## src/rtl/hazard_pkg.sv

```systemverilog
// hazard_pkg: constants and types shared by the stall_ctrl hazard scheduler.
//   TUSE_NEVER        - Tuse encoding meaning the operand is never read
//   T_WIDTH           - width of the Tuse/Tnew fields
//   MD_CNT_WIDTH      - width of the mult/div busy counter
//   MULT_CYCLES_DEF   - default busy cycles after a mult/multu issues
//   DIV_CYCLES_DEF    - default busy cycles after a div/divu issues
package hazard_pkg;

    localparam int unsigned T_WIDTH         = 2;
    localparam int unsigned MD_CNT_WIDTH    = 4;
    localparam int unsigned MULT_CYCLES_DEF = 5;
    localparam int unsigned DIV_CYCLES_DEF  = 10;

    localparam logic [T_WIDTH-1:0] TUSE_NEVER = 2'd3;

    typedef enum logic {
        MD_MULT = 1'b0,
        MD_DIV  = 1'b1
    } mdOp_e;

endpackage

```

## src/rtl/stall_ctrl_if.sv

```systemverilog
// stall_ctrl_if: hazard inputs from the D/E/M stages and the stall decisions
// returned to the pipeline.
//   slave  - the scheduler (consumes stage info, drives enables/flush/busy)
//   master - the pipeline side (drives stage info, consumes the decisions)
interface stall_ctrl_if;
    import hazard_pkg::*;

    logic [4:0]         rs_D;
    logic [4:0]         rt_D;
    logic [T_WIDTH-1:0] tuse_rs_D;
    logic [T_WIDTH-1:0] tuse_rt_D;
    logic [4:0]         write_reg_E;
    logic [4:0]         write_reg_M;
    logic               reg_write_E;
    logic               reg_write_M;
    logic [T_WIDTH-1:0] tnew_E;
    logic [T_WIDTH-1:0] tnew_M;
    logic               md_start_E;
    logic               md_is_div_E;
    logic               md_use_D;
    logic               en_PC;
    logic               en_D;
    logic               flush_E;
    logic               md_busy;

    modport slave (
        input  rs_D, rt_D, tuse_rs_D, tuse_rt_D,
        input  write_reg_E, write_reg_M, reg_write_E, reg_write_M,
        input  tnew_E, tnew_M, md_start_E, md_is_div_E, md_use_D,
        output en_PC, en_D, flush_E, md_busy
    );

    modport master (
        output rs_D, rt_D, tuse_rs_D, tuse_rt_D,
        output write_reg_E, write_reg_M, reg_write_E, reg_write_M,
        output tnew_E, tnew_M, md_start_E, md_is_div_E, md_use_D,
        input  en_PC, en_D, flush_E, md_busy
    );

endinterface

```

## src/rtl/md_busy_cnt.sv

```systemverilog
// md_busy_cnt: models the multi-cycle mult/div unit occupancy.
//   clk, reset_n   - clock, asynchronous active-low reset
//   md_start_E     - mult/div issuing from E (one pulse per instruction)
//   md_is_div_E    - 1 = div/divu, 0 = mult/multu
//   md_busy        - unit busy this cycle (includes the issue cycle)
module md_busy_cnt
    import hazard_pkg::*;
#(
    parameter int unsigned MULT_CYCLES = MULT_CYCLES_DEF,
    parameter int unsigned DIV_CYCLES  = DIV_CYCLES_DEF
) (
    input  logic clk,
    input  logic reset_n,
    input  logic md_start_E,
    input  logic md_is_div_E,
    output logic md_busy
);

    if (MULT_CYCLES < 1 || MULT_CYCLES > 15)
        $error("md_busy_cnt: MULT_CYCLES must be within 1..15");
    if (DIV_CYCLES < 1 || DIV_CYCLES > 15)
        $error("md_busy_cnt: DIV_CYCLES must be within 1..15");

    localparam logic [MD_CNT_WIDTH-1:0] MULT_LOAD = MD_CNT_WIDTH'(MULT_CYCLES);
    localparam logic [MD_CNT_WIDTH-1:0] DIV_LOAD  = MD_CNT_WIDTH'(DIV_CYCLES);

    logic [MD_CNT_WIDTH-1:0] mdCnt;
    mdOp_e                   mdOp;

    assign mdOp = mdOp_e'(md_is_div_E);

    // A start while still counting reloads; the old count is simply dropped.
    always_ff @(posedge clk or negedge reset_n) begin
        if (!reset_n) begin
            mdCnt <= '0;
        end else if (md_start_E) begin
            mdCnt <= (mdOp == MD_DIV) ? DIV_LOAD : MULT_LOAD;
        end else if (mdCnt != '0) begin
            mdCnt <= mdCnt - 1'b1;
        end
    end

    assign md_busy = md_start_E || (mdCnt != '0);

endmodule

```

## src/rtl/stall_ctrl.sv

```systemverilog
// stall_ctrl: Tuse/Tnew hazard scheduler for the five-stage MIPS pipeline.
// Freezes PC and F/D and injects a bubble into E whenever a D operand cannot
// be forwarded in time or D touches HI/LO while mult/div is still busy.
//   clk, reset_n  - clock, asynchronous active-low reset
//   bus (slave)   - stage info in; en_PC, en_D, flush_E, md_busy out
//   stall_count   - stall cycles counted (only when STALL_CNT_EN is defined)
// Optional feature macro: STALL_CNT_EN.
module stall_ctrl
    import hazard_pkg::*;
#(
    parameter int unsigned MULT_CYCLES = MULT_CYCLES_DEF,
    parameter int unsigned DIV_CYCLES  = DIV_CYCLES_DEF
) (
    input  logic               clk,
    input  logic               reset_n,
    stall_ctrl_if.slave        bus
`ifdef STALL_CNT_EN
    ,
    output logic [31:0]        stall_count
`endif
);

    logic rsHazard;
    logic rtHazard;
    logic mdHazard;
    logic stall;
    logic mdBusy;

    md_busy_cnt #(
        .MULT_CYCLES (MULT_CYCLES),
        .DIV_CYCLES  (DIV_CYCLES)
    ) uMdBusyCnt (
        .clk         (clk),
        .reset_n     (reset_n),
        .md_start_E  (bus.md_start_E),
        .md_is_div_E (bus.md_is_div_E),
        .md_busy     (mdBusy)
    );

    // Only strict Tnew > Tuse stalls; equality is covered by forwarding.
    always_comb begin
        rsHazard = 1'b0;
        rtHazard = 1'b0;
        if (bus.rs_D != 5'd0 && bus.tuse_rs_D != TUSE_NEVER) begin
            rsHazard = (bus.reg_write_E && bus.write_reg_E == bus.rs_D &&
                        bus.tnew_E > bus.tuse_rs_D) ||
                       (bus.reg_write_M && bus.write_reg_M == bus.rs_D &&
                        bus.tnew_M > bus.tuse_rs_D);
        end
        if (bus.rt_D != 5'd0 && bus.tuse_rt_D != TUSE_NEVER) begin
            rtHazard = (bus.reg_write_E && bus.write_reg_E == bus.rt_D &&
                        bus.tnew_E > bus.tuse_rt_D) ||
                       (bus.reg_write_M && bus.write_reg_M == bus.rt_D &&
                        bus.tnew_M > bus.tuse_rt_D);
        end
    end

    assign mdHazard    = bus.md_use_D && mdBusy;
    assign stall       = rsHazard || rtHazard || mdHazard;
    assign bus.en_PC   = ~stall;
    assign bus.en_D    = ~stall;
    assign bus.flush_E = stall;
    assign bus.md_busy = mdBusy;

`ifdef STALL_CNT_EN
    always_ff @(posedge clk or negedge reset_n) begin
        if (!reset_n) begin
            stall_count <= '0;
        end else if (stall) begin
            stall_count <= stall_count + 32'd1;
        end
    end
`endif

endmodule

```

## src/flat_wrapper.sv

```systemverilog
// flat-port wrapper written by rule: the top's interface ports become plain ports
module stall_ctrl_flat import hazard_pkg::*;
#(
    parameter int unsigned MULT_CYCLES = MULT_CYCLES_DEF,
    parameter int unsigned DIV_CYCLES  = DIV_CYCLES_DEF
)
  (clk, reset_n, bus_rs_D, bus_rt_D, bus_tuse_rs_D, bus_tuse_rt_D, bus_write_reg_E, bus_write_reg_M, bus_reg_write_E, bus_reg_write_M, bus_tnew_E, bus_tnew_M, bus_md_start_E, bus_md_is_div_E, bus_md_use_D, bus_en_PC, bus_en_D, bus_flush_E, bus_md_busy);
  stall_ctrl_if bus_i ();
  input  logic clk;
  input  logic reset_n;
  input wire logic [$bits(bus_i.rs_D)-1:0] bus_rs_D;
  input wire logic [$bits(bus_i.rt_D)-1:0] bus_rt_D;
  input wire logic [$bits(bus_i.tuse_rs_D)-1:0] bus_tuse_rs_D;
  input wire logic [$bits(bus_i.tuse_rt_D)-1:0] bus_tuse_rt_D;
  input wire logic [$bits(bus_i.write_reg_E)-1:0] bus_write_reg_E;
  input wire logic [$bits(bus_i.write_reg_M)-1:0] bus_write_reg_M;
  input wire logic [$bits(bus_i.reg_write_E)-1:0] bus_reg_write_E;
  input wire logic [$bits(bus_i.reg_write_M)-1:0] bus_reg_write_M;
  input wire logic [$bits(bus_i.tnew_E)-1:0] bus_tnew_E;
  input wire logic [$bits(bus_i.tnew_M)-1:0] bus_tnew_M;
  input wire logic [$bits(bus_i.md_start_E)-1:0] bus_md_start_E;
  input wire logic [$bits(bus_i.md_is_div_E)-1:0] bus_md_is_div_E;
  input wire logic [$bits(bus_i.md_use_D)-1:0] bus_md_use_D;
  output wire logic [$bits(bus_i.en_PC)-1:0] bus_en_PC;
  output wire logic [$bits(bus_i.en_D)-1:0] bus_en_D;
  output wire logic [$bits(bus_i.flush_E)-1:0] bus_flush_E;
  output wire logic [$bits(bus_i.md_busy)-1:0] bus_md_busy;
  assign bus_i.rs_D = bus_rs_D;
  assign bus_i.rt_D = bus_rt_D;
  assign bus_i.tuse_rs_D = bus_tuse_rs_D;
  assign bus_i.tuse_rt_D = bus_tuse_rt_D;
  assign bus_i.write_reg_E = bus_write_reg_E;
  assign bus_i.write_reg_M = bus_write_reg_M;
  assign bus_i.reg_write_E = bus_reg_write_E;
  assign bus_i.reg_write_M = bus_reg_write_M;
  assign bus_i.tnew_E = bus_tnew_E;
  assign bus_i.tnew_M = bus_tnew_M;
  assign bus_i.md_start_E = bus_md_start_E;
  assign bus_i.md_is_div_E = bus_md_is_div_E;
  assign bus_i.md_use_D = bus_md_use_D;
  assign bus_en_PC = bus_i.en_PC;
  assign bus_en_D = bus_i.en_D;
  assign bus_flush_E = bus_i.flush_E;
  assign bus_md_busy = bus_i.md_busy;
  stall_ctrl #(.MULT_CYCLES(MULT_CYCLES), .DIV_CYCLES(DIV_CYCLES)) u_core (.clk(clk), .reset_n(reset_n), .bus(bus_i));
endmodule
```

## config.mk

```make
export PLATFORM = sky130hd
export DESIGN_NAME = stall_ctrl_flat
export DESIGN_NICKNAME = d
export VERILOG_FILES = /design/src/rtl/hazard_pkg.sv /design/src/rtl/stall_ctrl_if.sv /design/src/rtl/md_busy_cnt.sv /design/src/rtl/stall_ctrl.sv /design/src/flat_wrapper.sv
export SDC_FILE = /design/constraint.sdc
export NUM_CORES = 1
export LEC_CHECK = 0
export CORE_MARGIN = 4
export CORE_UTILIZATION = 41
export CTS_CLUSTER_SIZE = 28
export DETAILED_ROUTE_END_ITERATION = 8
export PLACE_DENSITY = 0.84
export RECOVER_POWER = 50
export SYNTH_ARGS = -nofsm -noshare
export SYNTH_HDL_FRONTEND = slang
export SYNTH_SLANG_ARGS = --single-unit
```

## constraint.sdc

```tcl
create_clock -name clk -period 5 [get_ports clk]
set_input_delay 1 -clock clk [delete_from_list [all_inputs] [get_ports clk]]
set_output_delay 1 -clock clk [all_outputs]
set_load 0.05 [all_outputs]
```

### After elaboration in Yosys (flattened, before gate mapping)

Index checks and enable logic that the tools add are counted.

* register bits: 4
* bits in latches: 0
* RAM bits: 0
* bits in read-only memories: 0
* bits of input ports: 35
* output and inout bits: 4
* logic and storage cells: 38
* memories kept: 0

* add/sub/neg operators: 1
* multipliers: 0
* div/mod/pow operators: 0
* $lt $le $gt $ge: 4
* equality and inequality tests: 6
* shift-type cells: 0
* muxes and demuxes: 5
* bitwise operators: 1
* reductions and logical operators: 20

Operators with widths (number)
* == test 5 bit: 4
* two-way mux 4 bit: 3
* logical AND 1 bit: 11
* nonzero test 5 bit: 2
* > comparator 2 bit: 4
* logical OR 1 bit: 5
* != test 2 bit (second input constant): 2
* nonzero test 4 bit: 1
* subtractor 4 x 1 -> 4 bit (second input constant): 1
* two-way mux 1 bit: 2
* nonzero test 2 bit: 1
* NOT 1 bit: 1

### Longest topological paths before layout

* depth in word-level cells: 8
* gate-level depth with buffers: 8
* mapped depth without buffers: 7

### Cells and area by module

Synthesis repeated with hierarchy kept, for this count alone.

* cell total of the unflattened synthesis: 89
* area, all modules: 721.9 um^2

By module, submodules not included
* stall_ctrl: times used 1, cells each 67, area each 480.5 um^2, sequential area each 0.0 um^2
* md_busy_cnt: times used 1, cells each 22, area each 241.5 um^2, sequential area each 100.1 um^2

### Worst setup path before layout

OpenSTA, ideal clock, no wires.

* path kind: input -> output
* start point: input port bus_tuse_rt_D[1]
* end point: output port bus_flush_E
* data arrival time: 2.635 ns
* required time: 4.000 ns
* path slack: 1.365 ns
* stages: 7
* path buffers: 0
* path through: inv_1 ha_1 nor2b_1 o211ai_1 nor4_1 a21oi_1 o211ai_1

* word-level cells in the longest chain between the ends: 6
* elaborated cells on any way between the ends: 10
* those cells by class: order compare (2); eq/ne (1); mux (1); reduce/logical (6)

Ends and longest elaborated chain
* start, declared: RTL line flat_wrapper.sv:14 `input wire logic [$bits(bus_i.tuse_rt_D)-1:0] bus_tuse_rt_D;`
* > comparator 2 bit, on equally long branches: RTL line stall_ctrl.sv:52, stall_ctrl.sv:54
* logical AND 1 bit, on equally long branches: RTL line stall_ctrl.sv:51, stall_ctrl.sv:53
* logical OR 1 bit: RTL line stall_ctrl.sv:52 `bus.tnew_E > bus.tuse_rt_D) ||`
* two-way mux 1 bit (*): RTL line stall_ctrl.sv:50 `if (bus.rt_D != 5'd0 && bus.tuse_rt_D != TUSE_NEVER) begin`
* logical OR 1 bit (*) (2 in a row): RTL line stall_ctrl.sv:59 `assign stall = rsHazard || rtHazard || mdHazard;`
* end, declared: RTL line flat_wrapper.sv:26 `output wire logic [$bits(bus_i.flush_E)-1:0] bus_flush_E;`

Every way passes the cells marked *; elsewhere a longest branch is shown, timed or not.

### Final worst setup path

* start point: input port bus_md_start_E
* end point: output port bus_en_D

* word-level cells in the longest chain between the ends: 4

Ends and longest elaborated chain
* start, declared: RTL line flat_wrapper.sv:21 `input wire logic [$bits(bus_i.md_start_E)-1:0] bus_md_start_E;`
* logical OR 1 bit: RTL line md_busy_cnt.sv:43 `assign md_busy = md_start_E || (mdCnt != '0);`
* logical AND 1 bit: RTL line stall_ctrl.sv:58 `assign mdHazard = bus.md_use_D && mdBusy;`
* logical OR 1 bit: RTL line stall_ctrl.sv:59
* NOT 1 bit: RTL line stall_ctrl.sv:61 `assign bus.en_D = ~stall;`
* end, declared: RTL line flat_wrapper.sv:25 `output wire logic [$bits(bus_i.en_D)-1:0] bus_en_D;`

No other way between the ends.

==> flow_summary.yaml <==
worst_setup_path:
  setup.worst_path.end_class: "output pin"
  crit_path_max_fanout: 7
  criticalPathCategory: "in -> out"
  crit_required_ns: 4.00
  crit_path_start_kind: "input port"
  arrival_ns: 3.49
power_and_ir_drop:
  irDropWorstVdd_mv: 0.0786
  p_leak_nw: 0.476
  power.density_nw_per_um2: 176
synth:
  synth.distinct_cells: 26
  synth_nets: 135
  seq_area_frac_synth_pct: 13.8
  syn_avg_cell_area_sq_um: 8.04
  synth_warnings: 0
  synth_area_sq_um: 723
  ys_seq_elements: 4
  synth_cells: 90
routing:
  vias: 828
  ant_nets: 0
  drcViolationCount: 0
  first_iter_violations: 13
  wl_um: 2120
  avgRoutedWirePerCell_um: 13.9
  drtPass1Iterations: 4
  viasPerCell: 5.41
clocking:
  post_cts_resized: 0
  clock_path_buffers: 2
  clk_pin_slew_worst_paths_ns: 0.04
  post-cts-setup-buffers: 0
  clkLatencyLatePin_ns: 0.24
  cts_tree: "built"
  numClockSinks: 4
  h-tree-depth: 1
  cts-root-buf: "clkbuf_4"
  cts_buffers: 3
  cts_hold_buf: 0
die:
  dieWidth_um: 50
  core_sq_um: 1590
  fp-row-count: 14
  fp.dieH_um: 50
  dieArea_sq_um: 2500
  initial_utilization_pct: 45.4
  ios: 39
finish:
  area_growth_pct: 57.3
  diodes: 0
  register_area_sq_um: 100
  reg.largest.list: "u_core.uMdBusyCnt.mdCnt: 4 flops"
  multi_input_area_sq_um: 567
  final.fill_count: 131
  finish.utilization_pct: 71.4
  top_register: "u_core.uMdBusyCnt.mdCnt"
  final_common_cell: "clkdlybuf4s50_1"
  drive_gt1_share_pct: 4.65
  largest_reg_flops: 4
  mostFrequentLayoutCells: "clkdlybuf4s50_1, xnor2_1, inv_1, ha_1, a21oi_1"
  nNetsFinal: 176
min_path:
  hp-class: "reg -> reg"
timing:
  drv_slew: 0
  finClkSkew_ns: 0.00106
  tightest_slew_ns: 0.500
  tns_ns: 0
  maxSlewHeadroom_pct: 66.6
  rsz0062_at_grt: "false"
  setup_violations: 0
  final-hold-violation-count: 0
  fin_crit_ns: 4.49
  fmax_mhz: 223
  fin_crit_sh_pct: 89.8
global_routing:
  grt_overflow: 0
  grt_start_max_net_pins: 8
  grt_pass1_wl_um: 3440
  antenna_found_initial: 0
  grt_pass1_vias: 836
  track_usage_pct: 17.7
run:
  cap_viol_max_count: 0
outcome:
  status: "finished clean"
place:
  port_buffers: 38
  place_hpwl_um: 1900
  gp_congestion: 0.836
## routing by layer
| layer | vias to the layer above | global-route usage [%] | share of wire, % |
|---|---|---|---|
| met1 | 391 | 18.1 | 38 |
| met5 | - | 0 | 0 |
| met2 | 38 | 33.0 | 55 |
| met3 | 4 | 4.22 | 5.3 |
| met4 | 0 | 7.83 | 1.7 |
| li1 | 395 | - | - |
## path summary, 6_finish.rpt
kind | start | to | slack, ns | cells past startpoint
max | bus_md_start_E | bus_en_D | 0.51 | 5
min | u_core.uMdBusyCnt.mdCnt[1] | u_core.uMdBusyCnt.mdCnt[1] | 0.59 | 2
max reg2reg | u_core.uMdBusyCnt.mdCnt[0] | u_core.uMdBusyCnt.mdCnt[2] | 3.37 | 5
min reg2reg | u_core.uMdBusyCnt.mdCnt[1] | u_core.uMdBusyCnt.mdCnt[1] | 0.59 | 2
max in group asynchronous | reset_n | u_core.uMdBusyCnt.mdCnt[1] | 3.80 | 1
min in group asynchronous | reset_n | u_core.uMdBusyCnt.mdCnt[0] | 1.03 | 1
## metrics by stage
step / total power, W / std cells / area [sq um] / hold slack [ns] / worst slack, ns
floorplan: 0.000109 / 90 / 723 / 0.511 / 1.37
global placement: 0.000155 / 150 / 1110 / 0.579 / 0.603
detailed placement: 0.000160 / 150 / 1110 / 0.579 / 0.521
CTS: 0.000201 / 153 / 1140 / 0.594 / 0.510
global route: 0.000215 / 153 / 1140 / 0.598 / 0.354
finish: 0.000200 / 153 / 1140 / 0.594 / 0.508
## cells in the mapped netlist
library cell   n  area (sq um)
ha_1          10           125
or3_1          1          6.26
nor2b_1        1          6.26
or4b_1         1          10.0
a22o_1         2          17.5
a21oi_1        8          40.0
buf_4          1          7.51
nand2_1        5          18.8
o21ai_1        1          5.00
o211ai_1       2          15.0
nor4_1         4          25.0
mux2_2         2          22.5
a21o_1         1          7.51
buf_6          1          11.3
nand2_4        1          11.3
o221ai_1       1          8.76
o21ai_0        3          15.0
or4_1          2          15.0
nor2_1         3          11.3
inv_1         10          37.5
xor2_1         7          61.3
nand3_1        4          20.0
dfrtp_1        4           100
nor3_1         2          10.0
xnor2_1       12           105
o211a_1        1          10.0
## logic make-up after synthesis
family,after synthesis,share of synthesized area (%)
mux,2,3.11
compound gates,19,16.4
flops,4,13.8
xor+xnor,19,23.0
fa+ha+maj,10,17.3
buf+inv,12,7.79
simple gates,24,18.5
## cell type report
cell class,instances,area share [%]
Clock buffer,3,1.98
Inverter,10,3.30
Multi-Input combinational cell,74,49.8
Sequential cell,4,8.80
Tap cell,24,2.64
Timing Repair Buffer,38,33.4
## report_power, final
group          internal, W  leakage [nW]  switching [W]
sequential       0.0000402        0.0467     0.00000629
combinational    0.0000593         0.416      0.0000541
clock            0.0000269        0.0138      0.0000135
## critical path: stages
cell,delay [ns]
dlygate4sd3_1,0.64
or4b_1,0.72
nand2_4,0.13
o211a_1,0.18
clkdlybuf4s50_1,0.82
(Power assumes the default switching activity.)
